$ cat src/rtl/pipeline_pkg.sv
// Shared definitions for the barrel-threaded pipeline: default widths,
// opcode constants and the reset PC.
package pipeline_pkg;

  localparam int DEFAULT_THREAD_INDEX_BITS = 3;
  localparam int DEFAULT_INSTR_WIDTH       = 32;
  localparam int DEFAULT_PC_WIDTH          = 16;

  localparam int RESET_PC = 0;

  typedef enum logic [5:0] {
    OP_INCREMENT = 6'b000001,
    OP_LOAD      = 6'b000010,
    OP_STORE     = 6'b000011
  } opcode_t;

endpackage

$ cat src/rtl/fetch_stage_if.sv
// Instruction-memory bus plus the registered fetch outputs toward decode.
// imem_rdata is valid the cycle after imem_re and held while imem_re is low.
interface fetch_stage_if
  import pipeline_pkg::*;
#(
  parameter int INSTR_WIDTH       = DEFAULT_INSTR_WIDTH,
  parameter int THREAD_INDEX_BITS = DEFAULT_THREAD_INDEX_BITS,
  parameter int PC_WIDTH          = DEFAULT_PC_WIDTH
);

  logic [PC_WIDTH-1:0]          imem_raddr;
  logic                         imem_re;
  logic [INSTR_WIDTH-1:0]       imem_rdata;
  logic                         out_instruction_valid_flag;
  logic [INSTR_WIDTH-1:0]       out_instruction;
  logic [THREAD_INDEX_BITS-1:0] out_thread_index;

  modport master (
    output imem_raddr,
    output imem_re,
    input  imem_rdata,
    output out_instruction_valid_flag,
    output out_instruction,
    output out_thread_index
  );

  modport slave (
    input  imem_raddr,
    input  imem_re,
    output imem_rdata,
    input  out_instruction_valid_flag,
    input  out_instruction,
    input  out_thread_index
  );

endinterface

$ cat src/rtl/round_robin_arbiter.sv
// Combinational round-robin pick: scans last_grant+1 .. last_grant (mod N)
// and grants the first requester.
module round_robin_arbiter #(
  parameter  int N  = 8,
  localparam int IW = $clog2(N)
) (
  input  logic [N-1:0]  request,
  input  logic [IW-1:0] last_grant,
  output logic [IW-1:0] grant,
  output logic          any_grant
);

  logic          found;
  logic [IW-1:0] idx;

  always_comb begin
    grant = '0;
    found = 1'b0;
    idx   = '0;
    for (int k = 1; k <= N; k++) begin
      idx = IW'((int'(last_grant) + k) % N);
      if (!found && request[idx]) begin
        grant = idx;
        found = 1'b1;
      end
    end
  end

  assign any_grant = |request;

endmodule

$ cat src/rtl/fetch_stage.sv
// Front stage of the barrel-threaded pipeline: per-thread PCs, round-robin
// thread pick, synchronous imem read, registered valid/thread toward decode.
module fetch_stage
  import pipeline_pkg::*;
#(
  parameter int INSTR_WIDTH       = DEFAULT_INSTR_WIDTH,
  parameter int THREAD_INDEX_BITS = DEFAULT_THREAD_INDEX_BITS,
  parameter int PC_WIDTH          = DEFAULT_PC_WIDTH
) (
  input  logic                              clk,
  input  logic                              reset,
  input  logic [(1<<THREAD_INDEX_BITS)-1:0] in_thread_enable_mask,
  input  logic                              in_stall_flag,
  input  logic                              in_redirect_flag,
  input  logic [THREAD_INDEX_BITS-1:0]      in_redirect_thread_index,
  input  logic [PC_WIDTH-1:0]               in_redirect_pc,
  fetch_stage_if.master                     bus
);

  localparam int N = 1 << THREAD_INDEX_BITS;

  logic [PC_WIDTH-1:0]          pc_q [N];
  logic [THREAD_INDEX_BITS-1:0] last_thread_q;
  logic                         valid_q;
  logic [THREAD_INDEX_BITS-1:0] thread_q;

  logic [THREAD_INDEX_BITS-1:0] sel;
  logic                         any_en;
  logic                         issue;

  round_robin_arbiter #(.N(N)) u_arbiter (
    .request    (in_thread_enable_mask),
    .last_grant (last_thread_q),
    .grant      (sel),
    .any_grant  (any_en)
  );

  // Reset outranks stall, stall outranks issue.
  assign issue = !reset && !in_stall_flag && any_en;

  // The address is always pc[sel]; it is only meaningful while imem_re is high.
  assign bus.imem_re                    = issue;
  assign bus.imem_raddr                 = pc_q[sel];
  assign bus.out_instruction            = bus.imem_rdata;
  assign bus.out_instruction_valid_flag = valid_q;
  assign bus.out_thread_index           = thread_q;

  always_ff @(posedge clk) begin
    if (reset) begin
      for (int i = 0; i < N; i++) begin
        pc_q[i] <= PC_WIDTH'(RESET_PC);
      end
      last_thread_q <= '1;
      valid_q       <= 1'b0;
      thread_q      <= '0;
    end else begin
      if (!in_stall_flag) begin
        if (any_en) begin
          pc_q[sel]     <= pc_q[sel] + PC_WIDTH'(1);
          last_thread_q <= sel;
          valid_q       <= 1'b1;
          thread_q      <= sel;
        end else begin
          valid_q <= 1'b0;
        end
      end
      // Placed last so a redirect wins over the increment of the same thread.
      if (in_redirect_flag) begin
        pc_q[in_redirect_thread_index] <= in_redirect_pc;
      end
    end
  end

endmodule

$ cat src/flat_wrapper.sv
// flat-port wrapper written by rule: the top's interface ports become plain ports
module fetch_stage_flat import pipeline_pkg::*;
#(
  parameter int INSTR_WIDTH       = DEFAULT_INSTR_WIDTH,
  parameter int THREAD_INDEX_BITS = DEFAULT_THREAD_INDEX_BITS,
  parameter int PC_WIDTH          = DEFAULT_PC_WIDTH
)
  (clk, reset, in_thread_enable_mask, in_stall_flag, in_redirect_flag, in_redirect_thread_index, in_redirect_pc, bus_imem_raddr, bus_imem_re, bus_imem_rdata, bus_out_instruction_valid_flag, bus_out_instruction, bus_out_thread_index);
  fetch_stage_if #(.INSTR_WIDTH(INSTR_WIDTH), .THREAD_INDEX_BITS(THREAD_INDEX_BITS), .PC_WIDTH(PC_WIDTH)) bus_i ();
  input  logic clk;
  input  logic reset;
  input  logic [(1<<THREAD_INDEX_BITS)-1:0] in_thread_enable_mask;
  input  logic in_stall_flag;
  input  logic in_redirect_flag;
  input  logic [THREAD_INDEX_BITS-1:0] in_redirect_thread_index;
  input  logic [PC_WIDTH-1:0] in_redirect_pc;
  output wire logic [$bits(bus_i.imem_raddr)-1:0] bus_imem_raddr;
  output wire logic [$bits(bus_i.imem_re)-1:0] bus_imem_re;
  input wire logic [$bits(bus_i.imem_rdata)-1:0] bus_imem_rdata;
  output wire logic [$bits(bus_i.out_instruction_valid_flag)-1:0] bus_out_instruction_valid_flag;
  output wire logic [$bits(bus_i.out_instruction)-1:0] bus_out_instruction;
  output wire logic [$bits(bus_i.out_thread_index)-1:0] bus_out_thread_index;
  assign bus_imem_raddr = bus_i.imem_raddr;
  assign bus_imem_re = bus_i.imem_re;
  assign bus_i.imem_rdata = bus_imem_rdata;
  assign bus_out_instruction_valid_flag = bus_i.out_instruction_valid_flag;
  assign bus_out_instruction = bus_i.out_instruction;
  assign bus_out_thread_index = bus_i.out_thread_index;
  fetch_stage #(.INSTR_WIDTH(INSTR_WIDTH), .THREAD_INDEX_BITS(THREAD_INDEX_BITS), .PC_WIDTH(PC_WIDTH)) u_core (.clk(clk), .reset(reset), .in_thread_enable_mask(in_thread_enable_mask), .in_stall_flag(in_stall_flag), .in_redirect_flag(in_redirect_flag), .in_redirect_thread_index(in_redirect_thread_index), .in_redirect_pc(in_redirect_pc), .bus(bus_i));
endmodule
$ cat config.mk
export PLATFORM = sky130hd
export DESIGN_NAME = fetch_stage_flat
export DESIGN_NICKNAME = d
export VERILOG_FILES = /design/src/rtl/pipeline_pkg.sv /design/src/rtl/fetch_stage_if.sv /design/src/rtl/round_robin_arbiter.sv /design/src/rtl/fetch_stage.sv /design/src/flat_wrapper.sv
export SDC_FILE = /design/constraint.sdc
export NUM_CORES = 1
export LEC_CHECK = 0
export ABC_AREA = 1
export CAP_MARGIN = 20
export CORE_ASPECT_RATIO = 0.8
export CORE_MARGIN = 4
export CORE_UTILIZATION = 45
export CTS_BUF_LIST = sky130_fd_sc_hd__clkbuf_4 sky130_fd_sc_hd__clkbuf_8
export DETAILED_ROUTE_END_ITERATION = 10
export PLACE_DENSITY_LB_ADDON = 0.1
export SETUP_SLACK_MARGIN = 0.02
export SYNTH_ARGS = -nofsm -noshare
export SYNTH_HDL_FRONTEND = slang
export SYNTH_HIERARCHICAL = 1
export SYNTH_SLANG_ARGS = --single-unit
$ cat constraint.sdc
create_clock -name clk -period 4.8 [get_ports clk]
set_input_delay 0.48 -clock clk [delete_from_list [all_inputs] [get_ports clk]]
set_output_delay 0.48 -clock clk [all_outputs]
set_load 0.02 [all_outputs]
==> impl_metrics.toml <==
[run_status]
outcome = "finished clean"

[timing]
maxSlewHeadroom_pct = 29.7
final_max_slew_viol_count = 0
fin_tns_setup_ps = 0
final_min_period_over_clock_period_pct = 94.5
final.hold.worst_slack_ps = 460
worst_clock_skew_ps = 11.3
finalSetupViolCount = 0
rsz0062_at_grt = "no"
timing.final.hold_violations = 0
f_max_mhz = 220
max_slew.worst_pin.slew_ps = 1050
fin_crit_ps = 4540

[yosys]
synth.net_count = 1162
ys.warnings.count = 6
synth_area_leaders = "sky130_fd_sc_hd__edfxtp_1, sky130_fd_sc_hd__nand2_1, sky130_fd_sc_hd__nand3_1"
synth-edff-count = 128
syn_std_cell_area_um2 = 8710
syn_area_per_cell_um2 = 7.94
ys.flop_type = "sky130_fd_sc_hd__edfxtp_1"
yosysMostFrequentCell = "sky130_fd_sc_hd__nand2_1"
top_post_synthesis_cells_by_count = "sky130_fd_sc_hd__nand2_1, sky130_fd_sc_hd__nand3_1, sky130_fd_sc_hd__edfxtp_1"
ys_seq_area_share_pct = 45.8
synth_async_reset_ratio_pct = 0
netlist-cell-type-count = 40
synth_top_cell_by_area = "sky130_fd_sc_hd__edfxtp_1"
synth_top_area_share_pct = 44.1
yosys_register_bits = 135
synth_cells = 1096

[clock_network]
clock_tree.root_cell = "sky130_fd_sc_hd__clkbuf_8"
cts_buffers = 17
cts_tree = "yes"
h-tree-depth = 4
clk_path_buf_depth = 2
clk_transition_reported_paths_ps = 80
clock_latency_ps = 460
cts_hold_buffers = 0
clock-sinks = 135

[worst_setup_path]
worst_path_most_repeated_cell = "sky130_fd_sc_hd__nand3_1"
max_stage_delay_ps = 630
cpMaxStageDelayCell = "sky130_fd_sc_hd__clkdlybuf4s50_1"
timing.setup.critical_path_class = "reg2out"
path_cells = "inv_2 > ha_2 > inv_2 > nand3_1 > nand3_1 > nand2_1 > inv_1 > nand4_2 > nor2_4 > nand4_1 > nand3_2 > inv_4 > nor2_4 > nand3_1 > nand2_1 > inv_1 > nand2_2 > clkdlybuf4s50_1"
cp_data_required_time_ps = 4320
critPathLaunchType = "register"
cp.arrival_ps = 4060
crit_path_end_kind = "primary output"
path_max_fanout = 9

[layout]
final_core_util_pct = 53.1
num_antenna_cells = 0
area.growth.synth_to_final_pct = 15.7
layout.nets = 1215
final_layout_size_suffix_gt1_share_pct = 16.5

[floorplanning]
io_pins = 116
die_height_um = 132
die-width_um = 164
floorplan.initialDensity_pct = 45.9
die_area_um2 = 21700
placementRows = 45
fp.coreArea_um2 = 19000

[global_route]
grt_start_max_net_pins = 66
total_global_route_track_usage_pct = 26.4
antenna_violations_before_repair = 0
grt_first_pass_wirelength_um = 42800
vias_in_the_first_global_route = 7199
grt_overflow = 0

[job]
max_cap_viol_count = 0

[route]
count_of_routing_violations_after_the_opening_detailed_route_iteration = 944
route.antenna.remaining_nets = 0
route.detailed.wl_per_inst_um = 20.4
drt-pass1-iter-count = 5
vias = 7849
remaining_drc_errors = 0
routed_wirelength_um = 28900
routed_via_density = 5.53

[hold_path]
hold_path.class = "reg2reg"

[place]
dp_hpwl_um = 19400
port-buffer-count = 51
finalWeightedCongestion = 0.900
==> cells by family after synthesis <==
family,share of synthesized area (%)
AOI/OAI and AO/OA,6.50
xor gates and xnor gates,1.60
adders and majority gates,0.431
buffers and inverters,10.3
DFF,45.8
and+or+nand+nor,35.5
==> cell usage in the layout (no fill, tap or decap), types with 6 or more instances in the layout <==
cell / netlist / routed
sky130_fd_sc_hd__nand2_1: 412 / 411
sky130_fd_sc_hd__nand3_1: 130 / 128
sky130_fd_sc_hd__edfxtp_1: 128 / 128
sky130_fd_sc_hd__inv_1: 84 / 84
sky130_fd_sc_hd__o22ai_1: 59 / 59
sky130_fd_sc_hd__nor2_1: 51 / 51
sky130_fd_sc_hd__buf_4: 43 / 50
sky130_fd_sc_hd__clkdlybuf4s50_1: 0 / 42
sky130_fd_sc_hd__nand2_2: 31 / 31
sky130_fd_sc_hd__o21ai_1: 25 / 25
sky130_fd_sc_hd__nand3_2: 20 / 22
sky130_fd_sc_hd__inv_2: 19 / 18
sky130_fd_sc_hd__clkbuf_8: 0 / 17
sky130_fd_sc_hd__dlymetal6s2s_1: 0 / 9
sky130_fd_sc_hd__nor2_4: 9 / 9
sky130_fd_sc_hd__dfxtp_1: 7 / 7
sky130_fd_sc_hd__buf_12: 0 / 6
==> timing repair <==
item	4_1_cts	5_1_grt
endpoints found under the setup margin	14	21
cloned	0	1
pin swaps	2	0
resized for setup	2	16
setup buffers	5	0
==> flip-flops by register name (all words and copies together) (netlist names) <==
register                               flops
u_core/pc_q                              128
u_core/bus.out_thread_index                3
u_core/last_thread_q                       3
u_core/bus.out_instruction_valid_flag      1
==> worst paths after layout <==
path,start,endpoint,slack (ps),cells past startpoint
worst max-delay path,u_core/last_thread_q[0],bus_imem_raddr[2],260,18
worst min-delay path,u_core/bus.out_instruction_valid_flag,u_core/bus.out_instruction_valid_flag,460,2
worst max register to register,u_core/last_thread_q[0],u_core/pc_q[1][8],490,21
worst min register to register,u_core/bus.out_instruction_valid_flag,u_core/bus.out_instruction_valid_flag,460,2
==> critical path, delay by kind of cell (launching register included) <==
kind          cells  cell delay (ps)
simple gates     11             1680
buf+inv           6             1240
flops             1              320
fa+ha+maj         1              380
==> per-stage QoR <==
step | instances | worst slack [ps] | area (um2)
after floorplan | 1096 | 874 | 8710
after global placement | 1382 | 355 | 9470
after detailed placement | 1382 | 269 | 9470
after CTS | 1419 | 23.3 | 10000
after global routing | 1420 | 21.0 | 10100
final | 1420 | 262 | 10100
==> cell type report <==
cell class              count  area (um2)
fillers                  1844        8900
multi-input cells         782        3860
repair buffers            108        1050
clock inverters            14         205
clock buffers              18         241
well taps                 258         323
flip-flops and latches    135        3980
inverters                 105         409
==> per-layer routing <==
layer	track usage [%]	wire length, um
met5	1.82	50
met4	8.66	695
met3	5.98	3200
met2	38.1	12300
met1	39.1	12700
Power is not shown: default switching activity piles up to over one toggle a cycle in this logic, so the estimate is an artifact.
